[src/rtl/commit_tracker_if.sv]
// Commit bus between the writeback stage, the retirement tracker and difftest.
// The master side (pipeline) drives the c_* retire lanes and a0_value.
// The slave side (tracker) drives the registered d_* lanes.
interface commit_tracker_if #(
    parameter int NCOMMIT = 2,
    parameter int XLEN    = 64
);
    // Retire lanes from writeback, channel 0 oldest
    logic [NCOMMIT-1:0]      c_valid;
    logic [NCOMMIT*XLEN-1:0] c_pc;
    logic [NCOMMIT*32-1:0]   c_instr;
    logic [NCOMMIT-1:0]      c_wen;
    logic [NCOMMIT*5-1:0]    c_wdest;
    logic [NCOMMIT*XLEN-1:0] c_wdata;
    logic [NCOMMIT-1:0]      c_skip;
    logic [XLEN-1:0]         a0_value;

    // Registered commit lanes toward difftest
    logic [NCOMMIT-1:0]      d_valid;
    logic [NCOMMIT*XLEN-1:0] d_pc;
    logic [NCOMMIT*32-1:0]   d_instr;
    logic [NCOMMIT-1:0]      d_wen;
    logic [NCOMMIT*5-1:0]    d_wdest;
    logic [NCOMMIT*XLEN-1:0] d_wdata;
    logic [NCOMMIT-1:0]      d_skip;

    modport master (
        output c_valid, c_pc, c_instr, c_wen, c_wdest, c_wdata, c_skip, a0_value,
        input  d_valid, d_pc, d_instr, d_wen, d_wdest, d_wdata, d_skip
    );

    modport slave (
        input  c_valid, c_pc, c_instr, c_wen, c_wdest, c_wdata, c_skip, a0_value,
        output d_valid, d_pc, d_instr, d_wen, d_wdest, d_wdata, d_skip
    );
endinterface

[src/rtl/commit_tracker.sv]
// Retirement tracker: registers up to NCOMMIT retirements per cycle for
// difftest, keeps cycle / retired-instruction counters, detects the halt
// instruction and reports a one-cycle trap event, then stops retiring.
module commit_tracker #(
    parameter int          NCOMMIT    = 2,
    parameter int          XLEN       = 64,
    parameter logic [31:0] TRAP_INSTR = 32'h0000_006b,
    parameter int          CODE_REG_W = 8
) (
    input  logic                  clk,
    input  logic                  reset,
    commit_tracker_if.slave       bus,
    output logic [63:0]           cycle_cnt,
    output logic [63:0]           instr_cnt,
    output logic                  trap_valid,
    output logic [CODE_REG_W-1:0] trap_code,
    output logic [XLEN-1:0]       trap_pc,
    output logic                  halted
);

    localparam int CNT_W = $clog2(NCOMMIT + 1);

    typedef enum logic [1:0] {
        RUN    = 2'd0,
        TRAP   = 2'd1,
        HALTED = 2'd2
    } state_t;

    state_t state, state_next;

    // Masked (retiring) view of the current cycle's lanes
    logic [NCOMMIT-1:0]      keep;
    logic                    trap_hit;
    logic [XLEN-1:0]         hit_pc;
    logic [CNT_W-1:0]        retire_cnt;
    logic [NCOMMIT*XLEN-1:0] m_pc;
    logic [NCOMMIT*32-1:0]   m_instr;
    logic [NCOMMIT-1:0]      m_wen;
    logic [NCOMMIT*5-1:0]    m_wdest;
    logic [NCOMMIT*XLEN-1:0] m_wdata;
    logic [NCOMMIT-1:0]      m_skip;

    // Registered commit lanes
    logic [NCOMMIT-1:0]      d_valid_q;
    logic [NCOMMIT*XLEN-1:0] d_pc_q;
    logic [NCOMMIT*32-1:0]   d_instr_q;
    logic [NCOMMIT-1:0]      d_wen_q;
    logic [NCOMMIT*5-1:0]    d_wdest_q;
    logic [NCOMMIT*XLEN-1:0] d_wdata_q;
    logic [NCOMMIT-1:0]      d_skip_q;

    logic [CODE_REG_W-1:0]   trap_code_q;
    logic [XLEN-1:0]         trap_pc_q;

    // Walk lanes oldest-first; the first trap lane retires, younger lanes are dropped
    always_comb begin
        // NOTE: every comb output gets a default first so no path leaves it unassigned (no latch).
        keep       = '0;
        trap_hit   = 1'b0;
        hit_pc     = '0;
        retire_cnt = '0;
        m_pc       = '0;
        m_instr    = '0;
        m_wen      = '0;
        m_wdest    = '0;
        m_wdata    = '0;
        m_skip     = '0;
        if (state == RUN) begin
            for (int i = 0; i < NCOMMIT; i++) begin
                if (bus.c_valid[i] && !trap_hit) begin
                    keep[i]                 = 1'b1;
                    retire_cnt              = retire_cnt + CNT_W'(1);
                    m_pc[i*XLEN +: XLEN]    = bus.c_pc[i*XLEN +: XLEN];
                    m_instr[i*32 +: 32]     = bus.c_instr[i*32 +: 32];
                    m_wen[i]                = bus.c_wen[i] && (bus.c_wdest[i*5 +: 5] != 5'd0);
                    m_wdest[i*5 +: 5]       = bus.c_wdest[i*5 +: 5];
                    m_wdata[i*XLEN +: XLEN] = bus.c_wdata[i*XLEN +: XLEN];
                    m_skip[i]               = bus.c_skip[i];
                    if (bus.c_instr[i*32 +: 32] == TRAP_INSTR) begin
                        trap_hit = 1'b1;
                        hit_pc   = bus.c_pc[i*XLEN +: XLEN];
                    end
                end
            end
        end
    end

    // Next-state: trap detection moves RUN->TRAP, TRAP lasts one cycle, HALTED is terminal
    always_comb begin
        state_next = state;
        case (state)
            RUN:     if (trap_hit) state_next = TRAP;
            TRAP:    state_next = HALTED;
            HALTED:  state_next = HALTED;
            default: state_next = RUN;
        endcase
    end

    // State register
    always_ff @(posedge clk or negedge reset) begin
        // NOTE: clocked state uses non-blocking assignments so all registers update from pre-edge values.
        if (!reset) state <= RUN;
        else        state <= state_next;
    end

    // One-cycle commit pipeline toward difftest; unkept lanes are held at zero
    always_ff @(posedge clk or negedge reset) begin
        if (!reset) begin
            d_valid_q <= '0;
            d_pc_q    <= '0;
            d_instr_q <= '0;
            d_wen_q   <= '0;
            d_wdest_q <= '0;
            d_wdata_q <= '0;
            d_skip_q  <= '0;
        end else begin
            d_valid_q <= keep;
            d_pc_q    <= m_pc;
            d_instr_q <= m_instr;
            d_wen_q   <= m_wen;
            d_wdest_q <= m_wdest;
            d_wdata_q <= m_wdata;
            d_skip_q  <= m_skip;
        end
    end

    // Counters advance only while running; the detect cycle still counts
    always_ff @(posedge clk or negedge reset) begin
        if (!reset) begin
            cycle_cnt <= '0;
            instr_cnt <= '0;
        end else if (state == RUN) begin
            cycle_cnt <= cycle_cnt + 64'd1;
            instr_cnt <= instr_cnt + 64'(retire_cnt);
        end
    end

    // Snapshot trap code and PC in the detect cycle; held until reset
    always_ff @(posedge clk or negedge reset) begin
        if (!reset) begin
            trap_code_q <= '0;
            trap_pc_q   <= '0;
        end else if (state == RUN && trap_hit) begin
            trap_code_q <= bus.a0_value[CODE_REG_W-1:0];
            trap_pc_q   <= hit_pc;
        end
    end

    assign bus.d_valid = d_valid_q;
    assign bus.d_pc    = d_pc_q;
    assign bus.d_instr = d_instr_q;
    assign bus.d_wen   = d_wen_q;
    assign bus.d_wdest = d_wdest_q;
    assign bus.d_wdata = d_wdata_q;
    assign bus.d_skip  = d_skip_q;

    assign trap_valid = (state == TRAP);
    assign halted     = (state != RUN);
    assign trap_code  = trap_code_q;
    assign trap_pc    = trap_pc_q;

endmodule
[src/flat_wrapper.sv]
// flat-port wrapper written by rule: the top's interface ports become plain ports
module commit_tracker_flat 
#(
    parameter int          NCOMMIT    = 2,
    parameter int          XLEN       = 64,
    parameter logic [31:0] TRAP_INSTR = 32'h0000_006b,
    parameter int          CODE_REG_W = 8
)
  (clk, reset, cycle_cnt, instr_cnt, trap_valid, trap_code, trap_pc, halted, bus_c_valid, bus_c_pc, bus_c_instr, bus_c_wen, bus_c_wdest, bus_c_wdata, bus_c_skip, bus_a0_value, bus_d_valid, bus_d_pc, bus_d_instr, bus_d_wen, bus_d_wdest, bus_d_wdata, bus_d_skip);
  commit_tracker_if #(.NCOMMIT(NCOMMIT), .XLEN(XLEN)) bus_i ();
  input  logic clk;
  input  logic reset;
  output logic [63:0] cycle_cnt;
  output logic [63:0] instr_cnt;
  output logic trap_valid;
  output logic [CODE_REG_W-1:0] trap_code;
  output logic [XLEN-1:0] trap_pc;
  output logic halted;
  input wire logic [$bits(bus_i.c_valid)-1:0] bus_c_valid;
  input wire logic [$bits(bus_i.c_pc)-1:0] bus_c_pc;
  input wire logic [$bits(bus_i.c_instr)-1:0] bus_c_instr;
  input wire logic [$bits(bus_i.c_wen)-1:0] bus_c_wen;
  input wire logic [$bits(bus_i.c_wdest)-1:0] bus_c_wdest;
  input wire logic [$bits(bus_i.c_wdata)-1:0] bus_c_wdata;
  input wire logic [$bits(bus_i.c_skip)-1:0] bus_c_skip;
  input wire logic [$bits(bus_i.a0_value)-1:0] bus_a0_value;
  output wire logic [$bits(bus_i.d_valid)-1:0] bus_d_valid;
  output wire logic [$bits(bus_i.d_pc)-1:0] bus_d_pc;
  output wire logic [$bits(bus_i.d_instr)-1:0] bus_d_instr;
  output wire logic [$bits(bus_i.d_wen)-1:0] bus_d_wen;
  output wire logic [$bits(bus_i.d_wdest)-1:0] bus_d_wdest;
  output wire logic [$bits(bus_i.d_wdata)-1:0] bus_d_wdata;
  output wire logic [$bits(bus_i.d_skip)-1:0] bus_d_skip;
  assign bus_i.c_valid = bus_c_valid;
  assign bus_i.c_pc = bus_c_pc;
  assign bus_i.c_instr = bus_c_instr;
  assign bus_i.c_wen = bus_c_wen;
  assign bus_i.c_wdest = bus_c_wdest;
  assign bus_i.c_wdata = bus_c_wdata;
  assign bus_i.c_skip = bus_c_skip;
  assign bus_i.a0_value = bus_a0_value;
  assign bus_d_valid = bus_i.d_valid;
  assign bus_d_pc = bus_i.d_pc;
  assign bus_d_instr = bus_i.d_instr;
  assign bus_d_wen = bus_i.d_wen;
  assign bus_d_wdest = bus_i.d_wdest;
  assign bus_d_wdata = bus_i.d_wdata;
  assign bus_d_skip = bus_i.d_skip;
  commit_tracker #(.NCOMMIT(NCOMMIT), .XLEN(XLEN), .TRAP_INSTR(TRAP_INSTR), .CODE_REG_W(CODE_REG_W)) u_core (.clk(clk), .reset(reset), .bus(bus_i), .cycle_cnt(cycle_cnt), .instr_cnt(instr_cnt), .trap_valid(trap_valid), .trap_code(trap_code), .trap_pc(trap_pc), .halted(halted));
endmodule
[config.mk]
export PLATFORM = sky130hd
export DESIGN_NAME = commit_tracker_flat
export DESIGN_NICKNAME = d
export VERILOG_FILES = /design/src/rtl/commit_tracker_if.sv /design/src/rtl/commit_tracker.sv /design/src/flat_wrapper.sv
export SDC_FILE = /design/constraint.sdc
export NUM_CORES = 1
export LEC_CHECK = 0
export CORE_AREA = 3 3 367 369
export DETAILED_ROUTE_END_ITERATION = 8
export DIE_AREA = 0 0 370 372
export GPL_TIMING_DRIVEN = 0
export SYNTH_ARGS = -nofsm -noshare
export SYNTH_HDL_FRONTEND = slang
export SYNTH_SLANG_ARGS = --single-unit
[constraint.sdc]
create_clock -name clk -period 6.7 [get_ports clk]
set_clock_uncertainty 0.1 [all_clocks]
set_input_delay 1.675 -clock clk [delete_from_list [all_inputs] [get_ports clk]]
set_output_delay 1.675 -clock clk [all_outputs]
set_load 0.05 [all_outputs]
==> results_dict.tcl <==
set metrics [dict create \
    leakage_nw 14.62 \
    hold_ws_ns 0.3716 \
    layout-drive-gt1-share_pct 6.405 \
    power_density_nw_per_um2 255.0 \
    die_x_um 370 \
    min_period_ns 6.266 \
    critPathArrivalTime_ns 6.67 \
    drc_errors 0 \
    worst_slew_pin_slew_ns 1.280 \
    cts_tree "built" \
    async_flop_share_pct 100.0 \
    crit_start "bus_c_valid[0]" \
    fin_ws_ns 0.4338 \
    outcome "finished, final reports clean" \
    maxSlewViolCount 0 \
    finalCritPeriodShare_pct 93.53 \
    io_pins 940 \
    slowest_delay_ns 0.97 \
    place_hpwl_mm 84.35 \
    worstPathMaxFanout 10 \
    gp_congestion 0.9054 \
    worst_ep_required_time_ns 7.11 \
    synth.distinct_cells 46 \
    timing.rr.start "u_core.state[0]$_DFFE_PN0P_" \
    fillCellCount 13880 \
    path_cells "clkdlybuf4s50_1 > clkbuf_2 > buf_1 > o21ai_0 > a31oi_1 > ha_1 > inv_1 > fa_1 > or3_1 > buf_2 > nor4b_4 > nand4_1 > xnor2_1" \
    mostFrequentLayoutCells "clkdlybuf4s50_1, dfrtp_1, and2_1, and3_1, clkbuf_1" \
    vias_per_cell 3.813 \
    power_mw 8.535 \
    hold_viol 0 \
    synth_area_um2 19980 \
    synth.area.top_cells "dfrtp_1, and2_1, and3_1" \
    avgSynthCellArea_um2 13.01 \
    synth.ff_latch_count 538 \
    p_sw_mw 2.428 \
    synth_top_area_share_pct 67.38 \
    grt_overflow 0 \
    setup_viol 0 \
    hold_buffers 0 \
    grt_pass1_vias 17260 \
    num_rows 133 \
    first_pass_iters 5 \
    drtIter0Drc 1030 \
    synth-edff-count 0 \
    combPwrFrac_pct 15.3 \
    hp-class "flip-flop to flip-flop" \
    ant_nets 0 \
    crit_type "primary input to flip-flop" \
    start_kind "primary input" \
    cts_root_buf "clkbuf_16" \
    cp-end-kind "flip-flop" \
    clock_latency_ns 0.64 \
    cts_buffer_depth 3 \
    die_height_um 372 \
    cap_violations 0 \
    netlist_instances 1536 \
    tns_ns 0 \
    grt_antenna_before_repair 23 \
    grt_usage_pct 14.74 \
    min_from "u_core.instr_cnt[63]$_DFFE_PN0P_" \
    seq_area_frac_synth_pct 67.38 \
    ir_worst_vdd_uv 182.2 \
    avgRoutedWirePerCell_um 24.33 \
    ctsHtreeMaxLevel 3 \
    p_seq_share_pct 40.3 \
    ys_warn_count 0 \
    max_freq_mhz 159.6 \
    coreArea_um2 131500 \
    cts_buffers 66 \
    rsz0062_at_grt "no" \
    slew_headroom_pct 14.69 \
    p_clk_share_pct 44.3 \
    internal-power_mw 6.107 \
    initial_core_util_pct 15.20 \
    wirelength_mm 104.7 \
    yosys.area.top_type "dfrtp_1" \
    path_clk_slew_ns 0.06 \
    die_area_um2 137600 \
    layout.nets 2902 \
    critPathSlowestCell "clkdlybuf4s50_1" \
    grt_max_degree 122 \
    area_growth_pct 67.53 \
    place_ws_ns -1.048 \
    grt_pass1_wl_mm 140.9 \
    cts.sink_count 538 \
    dr_total_vias 16420 \
    final_common_cell "clkdlybuf4s50_1" \
    synth_nets 1944 \
    synthFlopType "dfrtp_1" \
    p_sw_share_pct 28.45 \
    numPortBuffers 883 \
]
-- cells by family (layout without fill, tap and decap cells) --
family | Yosys count | count (layout) | share of synthesized area (%)
XOR/XNOR | 125 | 125 | 5.480
multiplexers | 11 | 11 | 0.6137
adder cells (fa/ha/maj) | 6 | 6 | 0.4133
flip-flops | 538 | 538 | 67.38
AO/OA/AOI/OAI | 73 | 73 | 3.538
AND/OR/NAND/NOR | 677 | 677 | 20.47
buffers and inverters | 106 | 1115 | 2.104
other | 0 | 6 | 0
-- stage by stage --
stage	instance area, um2	std cells	util [%]
floorplan	19980	1536	-
global placement	31010	4174	23.59
detailed placement	31160	4180	23.71
CTS	33450	4299	25.44
global route	33460	4301	25.45
finish	33470	4306	25.46
-- worst max-delay path, delay by kind of cell --
kind            cells  cell delay, ns
compound gates      2            0.48
xor+xnor            1            0.17
fa+ha+maj           2            0.72
buf+inv             5            2.40
simple gates        3            1.18
-- final timing paths --
kind | end | slack, ns | cells past startpoint
min | u_core.instr_cnt[63]$_DFFE_PN0P_ | 0.37 | 1
max | u_core.instr_cnt[50]$_DFFE_PN0P_ | 0.43 | 13
min reg2reg | u_core.instr_cnt[63]$_DFFE_PN0P_ | 0.37 | 1
max in group asynchronous | u_core.trap_code[1]$_DFFE_PN0P_ | 4.12 | 3
max reg2reg | u_core.instr_cnt[50]$_DFFE_PN0P_ | 0.62 | 16
min in group asynchronous | u_core.cycle_cnt[33]$_DFFE_PN0P_ | 0.91 | 1
-- power groups by stage --
stage | clock [mW] | combinational (mW) | sequential, mW
finish | 3.79 | 1.31 | 3.44
global route | 4.02 | 1.36 | 3.46
CTS | 3.90 | 1.33 | 3.44
detailed placement | 0 | 1.32 | 3.50
global placement | 0 | 1.31 | 3.51
floorplan | 0 | 0.143 | 3.95
-- registers in the layout, summed over array words and instances, names as in the netlist --
register and flops:
u_core.trap_pc 64, u_core.trap_code 8, u_core.bus.d_wdest 10, u_core.bus.d_skip 2, u_core.bus.d_instr 64, u_core.bus.d_pc 128
u_core.bus.d_wdata 128, u_core.state 2, u_core.bus.d_valid 2, u_core.cycle_cnt 64, u_core.instr_cnt 64, u_core.bus.d_wen 2
-- area by class of cell --
class | instances | area, um2 | area share, %
multi-input cells | 892 | 6096 | 18.21
inverters | 25 | 93.84 | 0.2804
clock buffers | 93 | 1873 | 5.596
well taps | 1755 | 2196 | 6.561
repair buffers | 890 | 8994 | 26.87
plain buffers | 81 | 332.8 | 0.9944
diodes | 6 | 15.01 | 0.04486
clock inverters | 26 | 407.9 | 1.219
flip-flops and latches | 538 | 13460 | 40.22
-- synth_stat cells, types with 3 or more instances --
cell type / instances
nor3_2: 4
xnor2_1: 68
nor3_1: 24
and4_1: 8
nor4b_1: 3
ha_1: 5
xor2_1: 57
nand4_2: 3
mux2_2: 10
and2_1: 233
nor2_1: 50
inv_1: 25
and3_1: 177
nor4_1: 19
nor4_2: 3
nand4_1: 36
nand2_1: 53
or3_1: 8
buf_2: 15
clkbuf_1: 65
nand3_1: 39
dfrtp_1: 538
a221o_1: 64
-- metal layers --
metal / GRT usage (%) / wire, um / up-vias
li1: - / - / 7187
met1: 16.92 / 40570 / 8294
met2: 25.34 / 51530 / 761
met3: 4.724 / 8293 / 165
met4: 5.859 / 4273 / 12
met5: 0 / 82 / -
-- repair_timing --
item                                    in CTS  in global routing
endpoints found under the setup margin      16                  7
pin swaps                                    0                  1
setup buffers                                0                  1
resized for setup                            2                  4
endpoints found under the hold margin        0                  0
cloned                                       0                  0
No activity file was read; power rests on OpenSTA's default activity.
==> RTL change 1 (same settings) <==
`CODE_REG_W` is set to 8 in 2 places; all go to 6.
--- a/src/rtl/commit_tracker.sv
+++ b/src/rtl/commit_tracker.sv
@@ -5,7 +5,7 @@
     parameter int          NCOMMIT    = 2,
     parameter int          XLEN       = 64,
     parameter logic [31:0] TRAP_INSTR = 32'h0000_006b,
-    parameter int          CODE_REG_W = 8
+    parameter int          CODE_REG_W = 6
 ) (
     input  logic                  clk,
     input  logic                  reset,
--- a/src/flat_wrapper.sv
+++ b/src/flat_wrapper.sv
@@ -4,7 +4,7 @@
     parameter int          NCOMMIT    = 2,
     parameter int          XLEN       = 64,
     parameter logic [31:0] TRAP_INSTR = 32'h0000_006b,
-    parameter int          CODE_REG_W = 8
+    parameter int          CODE_REG_W = 6
 )
   (clk, reset, cycle_cnt, instr_cnt, trap_valid, trap_code, trap_pc, halted, bus_c_valid, bus_c_pc, bus_c_instr, bus_c_wen, bus_c_wdest, bus_c_wdata, bus_c_skip, bus_a0_value, bus_d_valid, bus_d_pc, bus_d_instr, bus_d_wen, bus_d_wdest, bus_d_wdata, bus_d_skip);
   commit_tracker_if #(.NCOMMIT(NCOMMIT), .XLEN(XLEN)) bus_i ();
Interface: changed (resized trap_code); port bits go from 940 to 938. No check against the original RTL was run, so the function may have changed too.
==> RTL change 1 against the unedited design <==
Synthesized cell count grew 10%; global-route usage grew 1.1 points; register-to-register slack better by 1.4 ns; area after synthesis increased by 3.3%; wire length increased by 7.1%; count of clock-buffer cells in the layout rose by 2; worst setup slack got worse by 0.054 ns; fmax fell by 0.85%; cell area is 1.7% higher; sequential cell count down 2; total power shrank 1.5%.
==> RTL change 1: results (changes against the unedited design) <==
metric,value,unit,change
r2r-end,u_core.instr_cnt[54],,
relSlewSlack,15.89,%,+1.2 points
final-instance-count-excl-fill,4462,,+3.6%
synth_compound_area_share,4.001,%,+0.46 points
vias,17210,,+4.8%
synth_area_leaders,"dfrtp_1, and3_1, o211ai_2, and2_1, xnor2_1",,
portBuffers,879,,-0.45%
ff_latch_area,13410,sq um,-0.37%
drive_gt1_share,8.367,%,+2.0 points
totalWireLength,112200,um,+7.1%
clkbuf_count,95,,+2.2%
place_inst,4330,,+3.6%
nMultiInputCombCells,967,,+8.4%
synthAdderAreaFrac,0.4001,%,-0.013 points
diodes,18,,+12
run_status,"finished, final reports clean",,
initialDrtViolationCount,1081,,+5.0%
grt_pass1_vias,17950,,+4.0%
grt_max_degree,117,,-4.1%
synth_xor_xnor_area_share,5.304,%,-0.18 points
dp_hpwl,92270,um,+9.4%
p_leak,15.04,nW,+2.9%
fillers,13890,,+0.13%
rrSetupSlack,1.99,ns,+1.37 ns
routabilityCongestion,0.8815,,-2.6%
pre_cts_slack,-0.7953,ns,+0.2528 ns
multiInputGateArea,6480,sq um,+6.3%
synthMuxAreaShare,0.5880,%,-0.026 points
synth-seq-cells,536,,-0.37%
insertion_delay,0.66,ns,+0.02 ns
met1Wirelength,41080,um,+1.3%
rr_worst_depth,14,,-2
antenna_found_initial,47,,+100%
hold_ws,0.3756,ns,+0.004052 ns
inverters,90,,+260%
buf_share,27.54,%,-0.32 points
synth_common_cells,"dfrtp_1, and3_1, nand2_1",,
seq_share,39.42,%,-0.81 points
fin_nets,3051,,+5.1%
worst_path_largest_cell_delay,0.72,ns,-0.25 ns
cts.repair.resized,1,,-1
nNonClkBuffers,982,,+1.1%
synth_nets,2098,,+7.9%
track_usage,15.84,%,+1.1 points
grt_use_met2,26.87,%,+1.5 points
synth_cells,1690,,+10%
use_met1,17.26,%,+0.34 points
grtUsageMet3,5.928,%,+1.2 points
clkCellAreaFrac,6.423,%,-0.39 points
grt_pass1_wl,149300,um,+6.0%
crit_arrival,6.79,ns,+0.12 ns
finalCriticalPeriod,6.320,ns,+0.05385 ns
wl_met2,54760,um,+6.3%
synth-seq-area-share,64.98,%,-2.4 points
[RTL change 1: cell count changes after synthesis, moves of 14 or more]
cell | before | now
and2_1 | 233 | 108
nor3_1 | 24 | 92
nand3_1 | 39 | 106
inv_1 | 25 | 90
a221o_1 | 64 | 0
o211ai_2 | 0 | 60
nand2_1 | 53 | 111
buf_1 | 0 | 14
[RTL change 1: power by group]
part | total [W] | internal (W) | switching, W
combinational | 0.00132 | 0.000476 | 0.000841
clock | 0.00366 | 0.00214 | 0.00152
sequential | 0.00343 | 0.00336 | 0.0000672
total | 0.00841 | 0.00598 | 0.00243
[RTL change 1: how the worst max path moves through the flow]
stage | from | endpoint
after floorplan | bus_c_instr[7] | u_core.instr_cnt[44]
after detailed placement | bus_c_valid[0] | u_core.instr_cnt[48]
after global routing | bus_c_instr[5] | u_core.instr_cnt[54]
final | bus_c_instr[3] | u_core.instr_cnt[54]
after global placement | reset | u_core.bus.d_pc[38]
after CTS | bus_c_valid[0] | u_core.instr_cnt[48]
[RTL change 1: worst reg2reg max path: stages, from the launching register on]
cell and delay, ns:
dfrtp_1 0.40, inv_1 0.06, ha_1 0.22, buf_2 0.30, buf_1 0.50, nand2_1 0.14
inv_1 0.31, nand3_1 0.29, fa_1 0.52, and3b_1 0.29, nand4_1 0.31, or3_1 0.47
clkbuf_1 0.29, nor3_1 0.28, xor2_1 0.16
[RTL change 1: logic make-up (layout without fill, tap and decap cells)]
family / Yosys count / in the layout
AND/OR/NAND/NOR: 755 / 755
flip-flops: 536 / 536
buffers and inverters: 187 / 1186
XOR/XNOR: 125 / 125
AO/OA/AOI/OAI: 70 / 70
multiplexers: 11 / 11
adder cells (fa/ha/maj): 6 / 6
other: 0 / 18
==> RTL change 2 (config.mk and constraints unchanged) <==
Without the edit above. Encoding of `state_t`: now one-hot (3 bits for 3 states).
--- a/src/rtl/commit_tracker.sv
+++ b/src/rtl/commit_tracker.sv
@@ -20,10 +20,10 @@
 
     localparam int CNT_W = $clog2(NCOMMIT + 1);
 
-    typedef enum logic [1:0] {
-        RUN    = 2'd0,
-        TRAP   = 2'd1,
-        HALTED = 2'd2
+    typedef enum logic [2:0] {
+        RUN    = 3'b001,
+        TRAP   = 3'b010,
+        HALTED = 3'b100
     } state_t;
 
     state_t state, state_next;
Formal check against the unedited RTL: same outputs for any inputs over 4 cycles, from zero or initial values and one cycle with reset low; so few cycles prove little.
==> RTL change 2 against the unedited design <==
Global-route usage is 1.2 points higher; area after synthesis is 1.6% higher; sequential cell count is 1 higher; final cell count is 4.3% higher; total power is 2.2% higher; cell area is 1.7% higher; die area stayed put; wire length is 7.9% higher; worst setup slack worse by 0.16 ns; critical path type unchanged; critical endpoint is now u_core.instr_cnt[40]; highest routed layer unchanged.
==> RTL change 2: results (changes against the unedited design) <==
metric,value,unit,change
run_status,"finished, final reports clean",,
synth_xor_xnor_area_share,5.437,%,-0.042 points
crit_family,simple AND/OR/NAND/NOR gates,,
rr_worst_depth,12,,-4
worst_pin_slew,1.243,ns,-0.03666 ns
power_frac_clock,45.3,%,+1.0 points
cts-buffers-inserted,69,,+4.5%
switching_share,28.87,%,+0.43 points
wire_per_inst,25.15,um,+3.4%
hold_end,u_core.cycle_cnt[63],,
inverters,76,,+200%
initialDrtViolationCount,1051,,+2.0%
synth_compound_area_share,2.577,%,-0.96 points
clkCellAreaFrac,7.048,%,+0.23 points
clkbuf_count,87,,-6.5%
ir_worst_vdd,0.0001741,V,-4.4%
syn_area_per_cell,11.90,sq um,-8.5%
placed_area,31520,sq um,+1.2%
cp_slowest_cell,or4_4,,
cts.repair.resized,15,,+13
final-instance-count-excl-fill,4492,,+4.3%
synth_area_leaders,"dfrtp_1, and3_1, and2_1, nand3_1, xnor2_1",,
crit_arrival,6.90,ns,+0.23 ns
nMultiInputCombCells,996,,+12%
routabilityCongestion,0.8929,,-1.4%
synthMuxAreaShare,0.4439,%,-0.17 points
==> RTL change 2: changes by cell type after synthesis, moves of 50 or more <==
cell      before  now
inv_1         25   75
and2_1       233  112
nor3_1        24   99
nand3_1       39  115
o211ai_1       0   64
nand2_1       53  129
a221o_1       64    0
==> RTL change 2: layer usage <==
metal	vias up	GRT usage, %	part of all wire, %
met4	32	5.875	3.2
met3	152	8.619	13
met1	8738	19.55	41
li1	7798	-	-
met5	-	0	0.18
met2	867	23.32	43
==> RTL change 2: per-stage QoR <==
stage / worst slack [ns] / total power [W] / util, % / TNS [ns] / hold slack, ns
after floorplan: 1.219 / 0.004104 / - / 0 / 0.4239
after global placement: -21.82 / 0.004824 / 23.83 / - / 0.3597
after detailed placement: -2.899 / 0.004824 / 23.98 / -133.45 / 0.3595
after CTS: 0.06365 / 0.008853 / 25.86 / 0 / 0.3728
after global routing: -0.004467 / 0.009053 / 25.87 / -0.004467 / 0.4005
final: 0.2740 / 0.008720 / 25.90 / 0 / 0.3712
